===== src/rtl/qu_common_pkg.sv =====
// Shared types for the rename / reservation-station slice of the queue unit.
// An RS entry index doubles as the result tag broadcast on the CDB.
package qu_common;

  localparam int RES_ST_ADDR_WIDTH = 3;
  localparam int RES_ST_OP_WIDTH   = 6;

  typedef logic [RES_ST_ADDR_WIDTH-1:0] res_st_addr_t;

  // qX_vld=1: operand X still waits on producer tag qX; qX_vld=0: vX holds the value.
  typedef struct packed {
    logic [RES_ST_OP_WIDTH-1:0] op;
    logic [31:0]                vj;
    logic [31:0]                vk;
    res_st_addr_t               qj;
    res_st_addr_t               qk;
    logic                       qj_vld;
    logic                       qk_vld;
    logic [31:0]                a;
    logic                       busy;
  } res_st_cell_t;

  // True when a pending operand is satisfied by the broadcast currently on the CDB.
  function automatic logic cdb_hit(input logic         cdb_valid,
                                   input res_st_addr_t cdb_tag,
                                   input logic         q_vld,
                                   input res_st_addr_t q);
    return cdb_valid && q_vld && (q == cdb_tag);
  endfunction

endpackage


===== src/rtl/res_station_select.sv =====
// Lowest-index priority picker: one-hot grant plus encoded index of the winner.
module rs_select #(
  parameter int N     = 8,
  parameter int IDX_W = 3
) (
  input  logic [N-1:0]     i_req,
  output logic [N-1:0]     o_gnt,
  output logic [IDX_W-1:0] o_idx,
  output logic             o_any
);

  // Scan from the top down so the last hit written is the lowest index.
  always_comb begin
    o_gnt = '0;
    o_idx = '0;
    o_any = 1'b0;
    for (int i = N - 1; i >= 0; i--) begin
      if (i_req[i]) begin
        o_gnt    = '0;
        o_gnt[i] = 1'b1;
        o_idx    = IDX_W'(i);
        o_any    = 1'b1;
      end
    end
  end

endmodule


===== src/rtl/res_station.sv =====
// Tomasulo reservation station: holds renamed ops, captures CDB results and
// issues ready entries; an entry stays allocated until its own tag is broadcast.
module res_station
  import qu_common::*;
#(
  parameter int RS_DEPTH = 2**RES_ST_ADDR_WIDTH,
  parameter int OP_WIDTH = RES_ST_OP_WIDTH
) (
  input  logic                clk,
  input  logic                rst,
  input  logic                i_flush,
  input  logic                i_wr_en,
  input  res_st_addr_t        i_wr_addr,
  input  res_st_cell_t        i_wr_data,
  output logic                o_full,
  input  logic                i_cdb_valid,
  input  res_st_addr_t        i_cdb_tag,
  input  logic [31:0]         i_cdb_data,
  output logic                o_iss_valid,
  input  logic                i_iss_ready,
  output res_st_addr_t        o_iss_tag,
  output logic [OP_WIDTH-1:0] o_iss_op,
  output logic [31:0]         o_iss_vj,
  output logic [31:0]         o_iss_vk,
  output logic [31:0]         o_iss_a,
  output logic                o_err_overwrite
);

  logic [RS_DEPTH-1:0] r_busy;
  logic [RS_DEPTH-1:0] r_issued;
  logic [RS_DEPTH-1:0] r_qj_vld;
  logic [RS_DEPTH-1:0] r_qk_vld;
  logic [OP_WIDTH-1:0] r_op [RS_DEPTH];
  logic [31:0]         r_vj [RS_DEPTH];
  logic [31:0]         r_vk [RS_DEPTH];
  logic [31:0]         r_a  [RS_DEPTH];
  res_st_addr_t        r_qj [RS_DEPTH];
  res_st_addr_t        r_qk [RS_DEPTH];
  logic                r_full;
  logic                r_err;

  logic [RS_DEPTH-1:0] w_ready;
  logic [RS_DEPTH-1:0] w_gnt;
  res_st_addr_t        w_sel_idx;
  logic                w_sel_any;
  logic                w_accept;
  logic                w_clear;
  logic                w_byp_j;
  logic                w_byp_k;
  logic                w_wr_drop;
  logic [RS_DEPTH-1:0] w_wr_hit;
  logic [RS_DEPTH-1:0] w_rel;
  logic [RS_DEPTH-1:0] w_load;
  logic [RS_DEPTH-1:0] w_wake_j;
  logic [RS_DEPTH-1:0] w_wake_k;
  logic [RS_DEPTH-1:0] w_busy_nxt;
  logic [RS_DEPTH-1:0] w_issued_nxt;
  logic [RS_DEPTH-1:0] w_qj_vld_nxt;
  logic [RS_DEPTH-1:0] w_qk_vld_nxt;

  assign w_clear = rst || i_flush;
  assign w_ready = r_busy & ~r_issued & ~r_qj_vld & ~r_qk_vld;

  rs_select #(
    .N     (RS_DEPTH),
    .IDX_W (RES_ST_ADDR_WIDTH)
  ) u_select (
    .i_req (w_ready),
    .o_gnt (w_gnt),
    .o_idx (w_sel_idx),
    .o_any (w_sel_any)
  );

  // Issue handshake: a transfer happens only on a cycle with o_iss_valid && i_iss_ready.
  // o_iss_valid is not sticky; a lower-index entry waking up may replace the candidate.
  assign w_accept = w_sel_any && i_iss_ready;

  assign w_byp_j = cdb_hit(i_cdb_valid, i_cdb_tag, i_wr_data.qj_vld, i_wr_data.qj);
  assign w_byp_k = cdb_hit(i_cdb_valid, i_cdb_tag, i_wr_data.qk_vld, i_wr_data.qk);

  // A release in the same cycle frees the entry, so a write to it is accepted.
  always_comb begin
    for (int i = 0; i < RS_DEPTH; i++) begin
      w_wr_hit[i] = i_wr_en && (i_wr_addr == res_st_addr_t'(i));
      w_rel[i]    = i_cdb_valid && (i_cdb_tag == res_st_addr_t'(i)) && r_busy[i];
      w_load[i]   = w_wr_hit[i] && (!r_busy[i] || w_rel[i]);
      w_wake_j[i] = r_busy[i] && cdb_hit(i_cdb_valid, i_cdb_tag, r_qj_vld[i], r_qj[i]);
      w_wake_k[i] = r_busy[i] && cdb_hit(i_cdb_valid, i_cdb_tag, r_qk_vld[i], r_qk[i]);
    end
  end

  assign w_wr_drop = |(w_wr_hit & ~w_load);

  always_comb begin
    w_busy_nxt   = r_busy;
    w_issued_nxt = r_issued;
    w_qj_vld_nxt = r_qj_vld;
    w_qk_vld_nxt = r_qk_vld;
    for (int i = 0; i < RS_DEPTH; i++) begin
      if (w_load[i]) begin
        w_busy_nxt[i]   = 1'b1;
        w_issued_nxt[i] = 1'b0;
        w_qj_vld_nxt[i] = i_wr_data.qj_vld && !w_byp_j;
        w_qk_vld_nxt[i] = i_wr_data.qk_vld && !w_byp_k;
      end else begin
        if (w_rel[i]) begin
          w_busy_nxt[i]   = 1'b0;
          w_issued_nxt[i] = 1'b0;
        end else if (w_accept && w_gnt[i]) begin
          w_issued_nxt[i] = 1'b1;
        end
        if (w_wake_j[i]) w_qj_vld_nxt[i] = 1'b0;
        if (w_wake_k[i]) w_qk_vld_nxt[i] = 1'b0;
      end
    end
    if (w_clear) begin
      w_busy_nxt   = '0;
      w_issued_nxt = '0;
      w_qj_vld_nxt = '0;
      w_qk_vld_nxt = '0;
    end
  end

  always_ff @(posedge clk) begin
    r_busy   <= w_busy_nxt;
    r_issued <= w_issued_nxt;
    r_qj_vld <= w_qj_vld_nxt;
    r_qk_vld <= w_qk_vld_nxt;
    r_full   <= &w_busy_nxt;
    r_err    <= !w_clear && w_wr_drop;
  end

  // Payload fields need no reset: they are only observed through a busy, ready entry.
  always_ff @(posedge clk) begin
    for (int i = 0; i < RS_DEPTH; i++) begin
      if (w_load[i]) begin
        r_op[i] <= OP_WIDTH'(i_wr_data.op);
        r_vj[i] <= w_byp_j ? i_cdb_data : i_wr_data.vj;
        r_vk[i] <= w_byp_k ? i_cdb_data : i_wr_data.vk;
        r_qj[i] <= i_wr_data.qj;
        r_qk[i] <= i_wr_data.qk;
        r_a[i]  <= i_wr_data.a;
      end else begin
        if (w_wake_j[i]) r_vj[i] <= i_cdb_data;
        if (w_wake_k[i]) r_vk[i] <= i_cdb_data;
      end
    end
  end

  assign o_full          = r_full;
  assign o_err_overwrite = r_err;
  assign o_iss_valid     = w_sel_any;
  assign o_iss_tag       = w_sel_any ? w_sel_idx : '0;
  assign o_iss_op        = w_sel_any ? r_op[w_sel_idx] : '0;
  assign o_iss_vj        = w_sel_any ? r_vj[w_sel_idx] : '0;
  assign o_iss_vk        = w_sel_any ? r_vk[w_sel_idx] : '0;
  assign o_iss_a         = w_sel_any ? r_a[w_sel_idx]  : '0;

endmodule

===== config.mk =====
export PLATFORM = sky130hd
export DESIGN_NAME = res_station
export DESIGN_NICKNAME = d
export VERILOG_FILES = /design/src/rtl/qu_common_pkg.sv /design/src/rtl/res_station_select.sv /design/src/rtl/res_station.sv
export SDC_FILE = /design/constraint.sdc
export NUM_CORES = 2
export LEC_CHECK = 0
export CAP_MARGIN = 10
export CORE_MARGIN = 4
export CORE_UTILIZATION = 25
export DETAILED_ROUTE_END_ITERATION = 10
export GPL_TIMING_DRIVEN = 0
export PLACE_DENSITY = 0.41
export SYNTH_ARGS = -nofsm -noshare
export SYNTH_HDL_FRONTEND = slang
export SYNTH_SLANG_ARGS = --single-unit

===== constraint.sdc =====
create_clock -name clk -period 7 [get_ports clk]
set_input_delay 1.4 -clock clk [delete_from_list [all_inputs] [get_ports clk]]
set_output_delay 1.4 -clock clk [all_outputs]
set_load 0.01 [all_outputs]

# Yosys cells after proc, flatten, opt, wreduce, memory -nomap -nowiden
# Memories as Yosys holds them, arrays and structs flattened.
# Cells that the tools add are included.
# totals
ff_bits	34
ram_bits	864
in_bits	155
out_inout_bits	108
wordCells	505
n_memories	6
# mem_list
memory	depth	width	read_ports	rd_ports_with_merged_regs	write_ports	line	text
r_a	8	32	1	0	1	res_station.sv:36	logic [31:0] r_a [RS_DEPTH];
r_vj	8	32	1	0	8	res_station.sv:34	logic [31:0] r_vj [RS_DEPTH];
r_vk	8	32	1	0	8	res_station.sv:35	logic [31:0] r_vk [RS_DEPTH];
r_op	8	6	1	0	1	res_station.sv:33	logic [OP_WIDTH-1:0] r_op [RS_DEPTH];
r_qj	8	3	8	0	1	res_station.sv:37	res_st_addr_t r_qj [RS_DEPTH];
r_qk	8	3	8	0	1	res_station.sv:38	res_st_addr_t r_qk [RS_DEPTH];
# op_classes
n_eq_ne	32
muxes	244
bitwise_logic	24
n_reduce_logical	172
# ops
op	n
32-bit 2-to-1 mux	28
32-bit OR reduction	7
3-bit 2-to-1 mux	51
1-bit 2-to-1 mux	148
1-bit logical AND	96
8-bit 2-to-1 mux	9
3-bit OR reduction	22
3-bit equality test	18
6-bit 2-to-1 mux	8
6-bit OR reduction	7
8-bit AND	4
8-bit inverter	4
2-bit nonzero test	16
3-bit equality test (second input constant)	8
1-bit OR	16
3-bit by 2-bit equality test with 1-bit output (second input constant)	4
1-bit logical NOT	11
1-bit logical OR	9
8-bit AND reduction	1
8-bit OR reduction	1
3-bit by 1-bit equality test with 1-bit output (second input constant)	2
3-bit logical NOT	2

# Logic depth before layout (Yosys ltp)
# logic_depth
ltp_word	15
ltp_mapped	9
mapped_depth_nobuf	7

# By module
# A second synthesis with hierarchy kept.
# unflattened
hier_cells	2300
hier_area_um2	41584.9
# modules_own_cells
mod	instances	cells_each	area_per_inst_um2	seq_area_each_um2
res_station	1	2278	41426.0	26625.5
rs_select	1	22	158.9	0.0

# Least setup slack after synthesis
# Ideal clock, no wire load.
# synth_path
path_type	input-to-reg
start	in i_cdb_tag[1]
end	mem r_vj[4][0], enable pin
setup_time_ns	0.387
arrival_time_ns	4.060
required_time_ns	6.613
slack_ns	2.553
path_stages	8
path_buffers	3
path_cell_list	buf_2 buf_6 buf_6 o31ai_2 nand2_1 inv_1 nor2_1 inv_1
# synth_lines
element	line	text
start: declaration	res_station.sv:17	input res_st_addr_t i_cdb_tag,
end: declaration	res_station.sv:34	

# Final worst setup path
# layout_path
start	reg r_qk_vld[2]
end	out o_iss_vj[1]
# layout_via
elab_chain_len	7
word_cells_on_any_way	10
classes_between	7 x mux; 2 x bitwise; 1 x memory
# layout_lines
element	line	text
start: declaration	res_station.sv:32	logic [RS_DEPTH-1:0] r_qk_vld;
start signal: assignment	res_station.sv:128	r_qk_vld <= w_qk_vld_nxt;
8-bit inverter *	res_station.sv:62	assign w_ready = r_busy & ~r_issued & ~r_qj_vld & ~r_qk_vld;
8-bit AND *	res_station.sv:62	
3-bit 2-to-1 mux (3 in series)	res_station_select.sv:18	if (i_req[i]) begin
memory read 8 x 32 bit	n/a	
32-bit 2-to-1 mux *	res_station.sv:155	assign o_iss_vj = w_sel_any ? r_vj[w_sel_idx] : '0;
end: declaration	res_station.sv:23	output logic [31:0] o_iss_vj,
# Mark *: on every way between the ends. The rest lies on a longest branch, timed or not.

==> impl_metrics.yaml <==
outcome:
  status: "complete, no violations"
clocking:
  h-tree-depth: 3
  postCtsResizedCells: 0
  path_clk_slew_ps: 70
  cts-root-buf: "clkbuf_16"
  postCtsSetupRepairBufs: 0
  postCtsHoldBufs: 0
  clock_latency_ps: 720
  clk_path_buf_depth: 3
  cts_tree: "yes"
  cts.sinks: 898
  cts_made_buffers: 107
timing:
  worst_slew_pin_slew_ps: 1180
  drv_slew: 0
  timing.fmax_mhz: 160
  tns_ps: 0
  period_needed_ps: 6250
  rsz0062_at_grt: "false"
  fin_skew_ps: 33.2
  fin_ws_ps: 750
  finalSetupViolCount: 0
  slew_headroom: 0.210
  hold_viol: 0
  min_period_over_period: 0.893
die:
  rows: 148
  die_y_um: 414
  start_util: 0.252
  die_area_um2: 172000
  core_um2: 163000
  die_w_um: 414
  io_pins: 263
yosys:
  synth_area_leaders: "edfxtp_1, mux2i_1, mux2_2"
  synth-seq-cells: 898
  syn_area_per_cell_um2: 16.4
  yosysUniqueCellTypes: 56
  ys_top_cells_by_count: "edfxtp_1, mux2i_1, mux2_2"
  yosysTopAreaCellShare: 0.629
  ys_seq_area_frac: 0.646
  synth-async-reset-ratio: 0
  yosysWarnings: 0
  postSynthCellCount: 2513
  yosys_most_used_dff: "edfxtp_1"
  synth-edff-count: 864
  synth.most_common_cell: "edfxtp_1"
  yosysTopAreaCell: "edfxtp_1"
  synth_nets: 2668
  netlist_area_um2: 41200
layout:
  layout-drive-gt1-share: 0.223
  final_util: 0.309
  nets: 3057
  area_growth_pct: 22.2
critical_path:
  crit_path_end: "o_iss_vj[1]"
  startpoint_type: "flop"
  path_class: "flop to output port"
  timing.rr.end: "r_vj[6][15]"
  required_ps: 5600
  critPathLaunch: "r_qk_vld[2]"
  r2r-start: "r_busy[6]"
  r2r_setup_slack_ps: 3810
  path_max_fanout: 10
  crit_path_end_kind: "output port"
  worstPathArrival_ps: 4850
  reg2reg_depth: 7
routing:
  num_vias: 24600
  wirelength_um: 146000
  drt_iter0_markers: 1811
  ant_nets: 0
  drc: 0
  wl_per_cell_um: 28.2
  viasPerCell: 4.75
  drt_first_pass_iters: 6
pwr:
  power_uw: 12500
  power.density_nw_per_um2: 249
  vdd_drop_max_v: 0.000170
  p_leak_uw: 0.0157
placed_design:
  place_ws_ps: 1390
  port_buffers: 257
  gp_congestion: 0.838
  dp_hpwl_um: 98800
grt:
  grt_max_degree: 49
  antenna_found_initial: 36
  grt_pass1_vias: 26000
  grt_pass1_wl_um: 202000
  gr-total-overflow: 0
  track_usage: 0.165
min_path:
  hp-class: "flop to flop"
job:
  maxCapViolations: 0
## critical path, stage by stage (launching register included)
cell             delay, ps
dfxtp_1                360
nor4b_4                430
nor2b_1                120
o21ai_2                360
nand2_1                300
nand2_1                160
buf_2                  480
clkbuf_1               780
o221ai_1               490
clkdlybuf4s50_1        610
## layer usage
metal / GRT usage / vias up / routed length (um)
li1: - / 10800 / -
met1: 0.191 / 12800 / 57700
met2: 0.303 / 670 / 76600
met3: 0.0287 / 253 / 6560
met4: 0.0598 / 8 / 4850
met5: 0 / - / 46
## cell type report
class / count / area, um^2
Antenna cell: 10 / 25.0
Buffer: 186 / 1020
Clock buffer: 131 / 2810
Clock inverter: 70 / 524
Fill cell: 16200 / 113000
Inverter: 19 / 91.3
Multi-Input combinational cell: 1410 / 13600
Sequential cell: 898 / 26600
Tap cell: 2175 / 2720
Timing Repair Buffer: 280 / 3020
## through the flow
stage,instance area (um^2),hold WS [ps],instances
after floorplan,41200,438,2513
after global placement,46500,481,4945
after detailed placement,47000,469,4968
after CTS,50400,482,5169
after global routing,50400,522,5175
final,50400,483,5179
## cells in the final DEF, fill, tap and decap left out, drive strengths merged, types with 27 or more instances in the layout
| master | netlist | final |
|---|---|---|
| edfxtp | 864 | 864 |
| nand3 | 27 | 27 |
| dfxtp | 34 | 34 |
| clkinv | 0 | 58 |
| nor2 | 50 | 50 |
| mux2 | 512 | 512 |
| buf | 116 | 139 |
| xor2 | 52 | 52 |
| clkdlybuf4s50 | 0 | 257 |
| nand2 | 32 | 32 |
| o221ai | 101 | 101 |
| clkbuf | 70 | 201 |
| o22a | 101 | 101 |
| mux2i | 406 | 406 |
## worst min-delay path by stage
| stage | start | end | slack, ps | depth (start not counted) |
|---|---|---|---|---|
| after global placement | r_issued[3] | r_issued[3] | 480 | 2 |
| final | r_issued[3] | r_issued[3] | 480 | 2 |
| after floorplan | r_issued[3] | r_issued[3] | 440 | 2 |
| after CTS | r_issued[3] | r_issued[3] | 480 | 2 |
| after global routing | r_issued[4] | r_issued[4] | 520 | 1 |
| after detailed placement | r_issued[3] | r_issued[3] | 470 | 2 |
## power by group
part           total [uW]  switching (uW)  internal [uW]  leakage (uW)
registers            6120            41.9           6080       0.00812
logic                1080             621            458       0.00598
clock network        5340            2280           3070       0.00164
total               12500            2940           9610        0.0157
## kinds of logic (layout without fill, tap and decap cells)
group | Yosys count | in the layout | synth area share
muxes | 919 | 919 | 0.239
DFF | 898 | 898 | 0.646
AOI/OAI and AO/OA | 274 | 274 | 0.0554
buffers and inverters | 205 | 686 | 0.0264
and+or+nand+nor | 163 | 163 | 0.0222
xor gates and xnor gates | 54 | 54 | 0.0115
other | 0 | 10 | 0
## registers in the layout, summed over array words and instances, names as in the netlist
name             count
r_qk_vld             8
r_a                256
r_qj                24
o_full               1
r_issued             8
o_err_overwrite      1
r_qj_vld             8
r_vj               256
r_busy               8
r_qk                24
r_vk               256
r_op                48
Power figures use the tool's default switching activity.
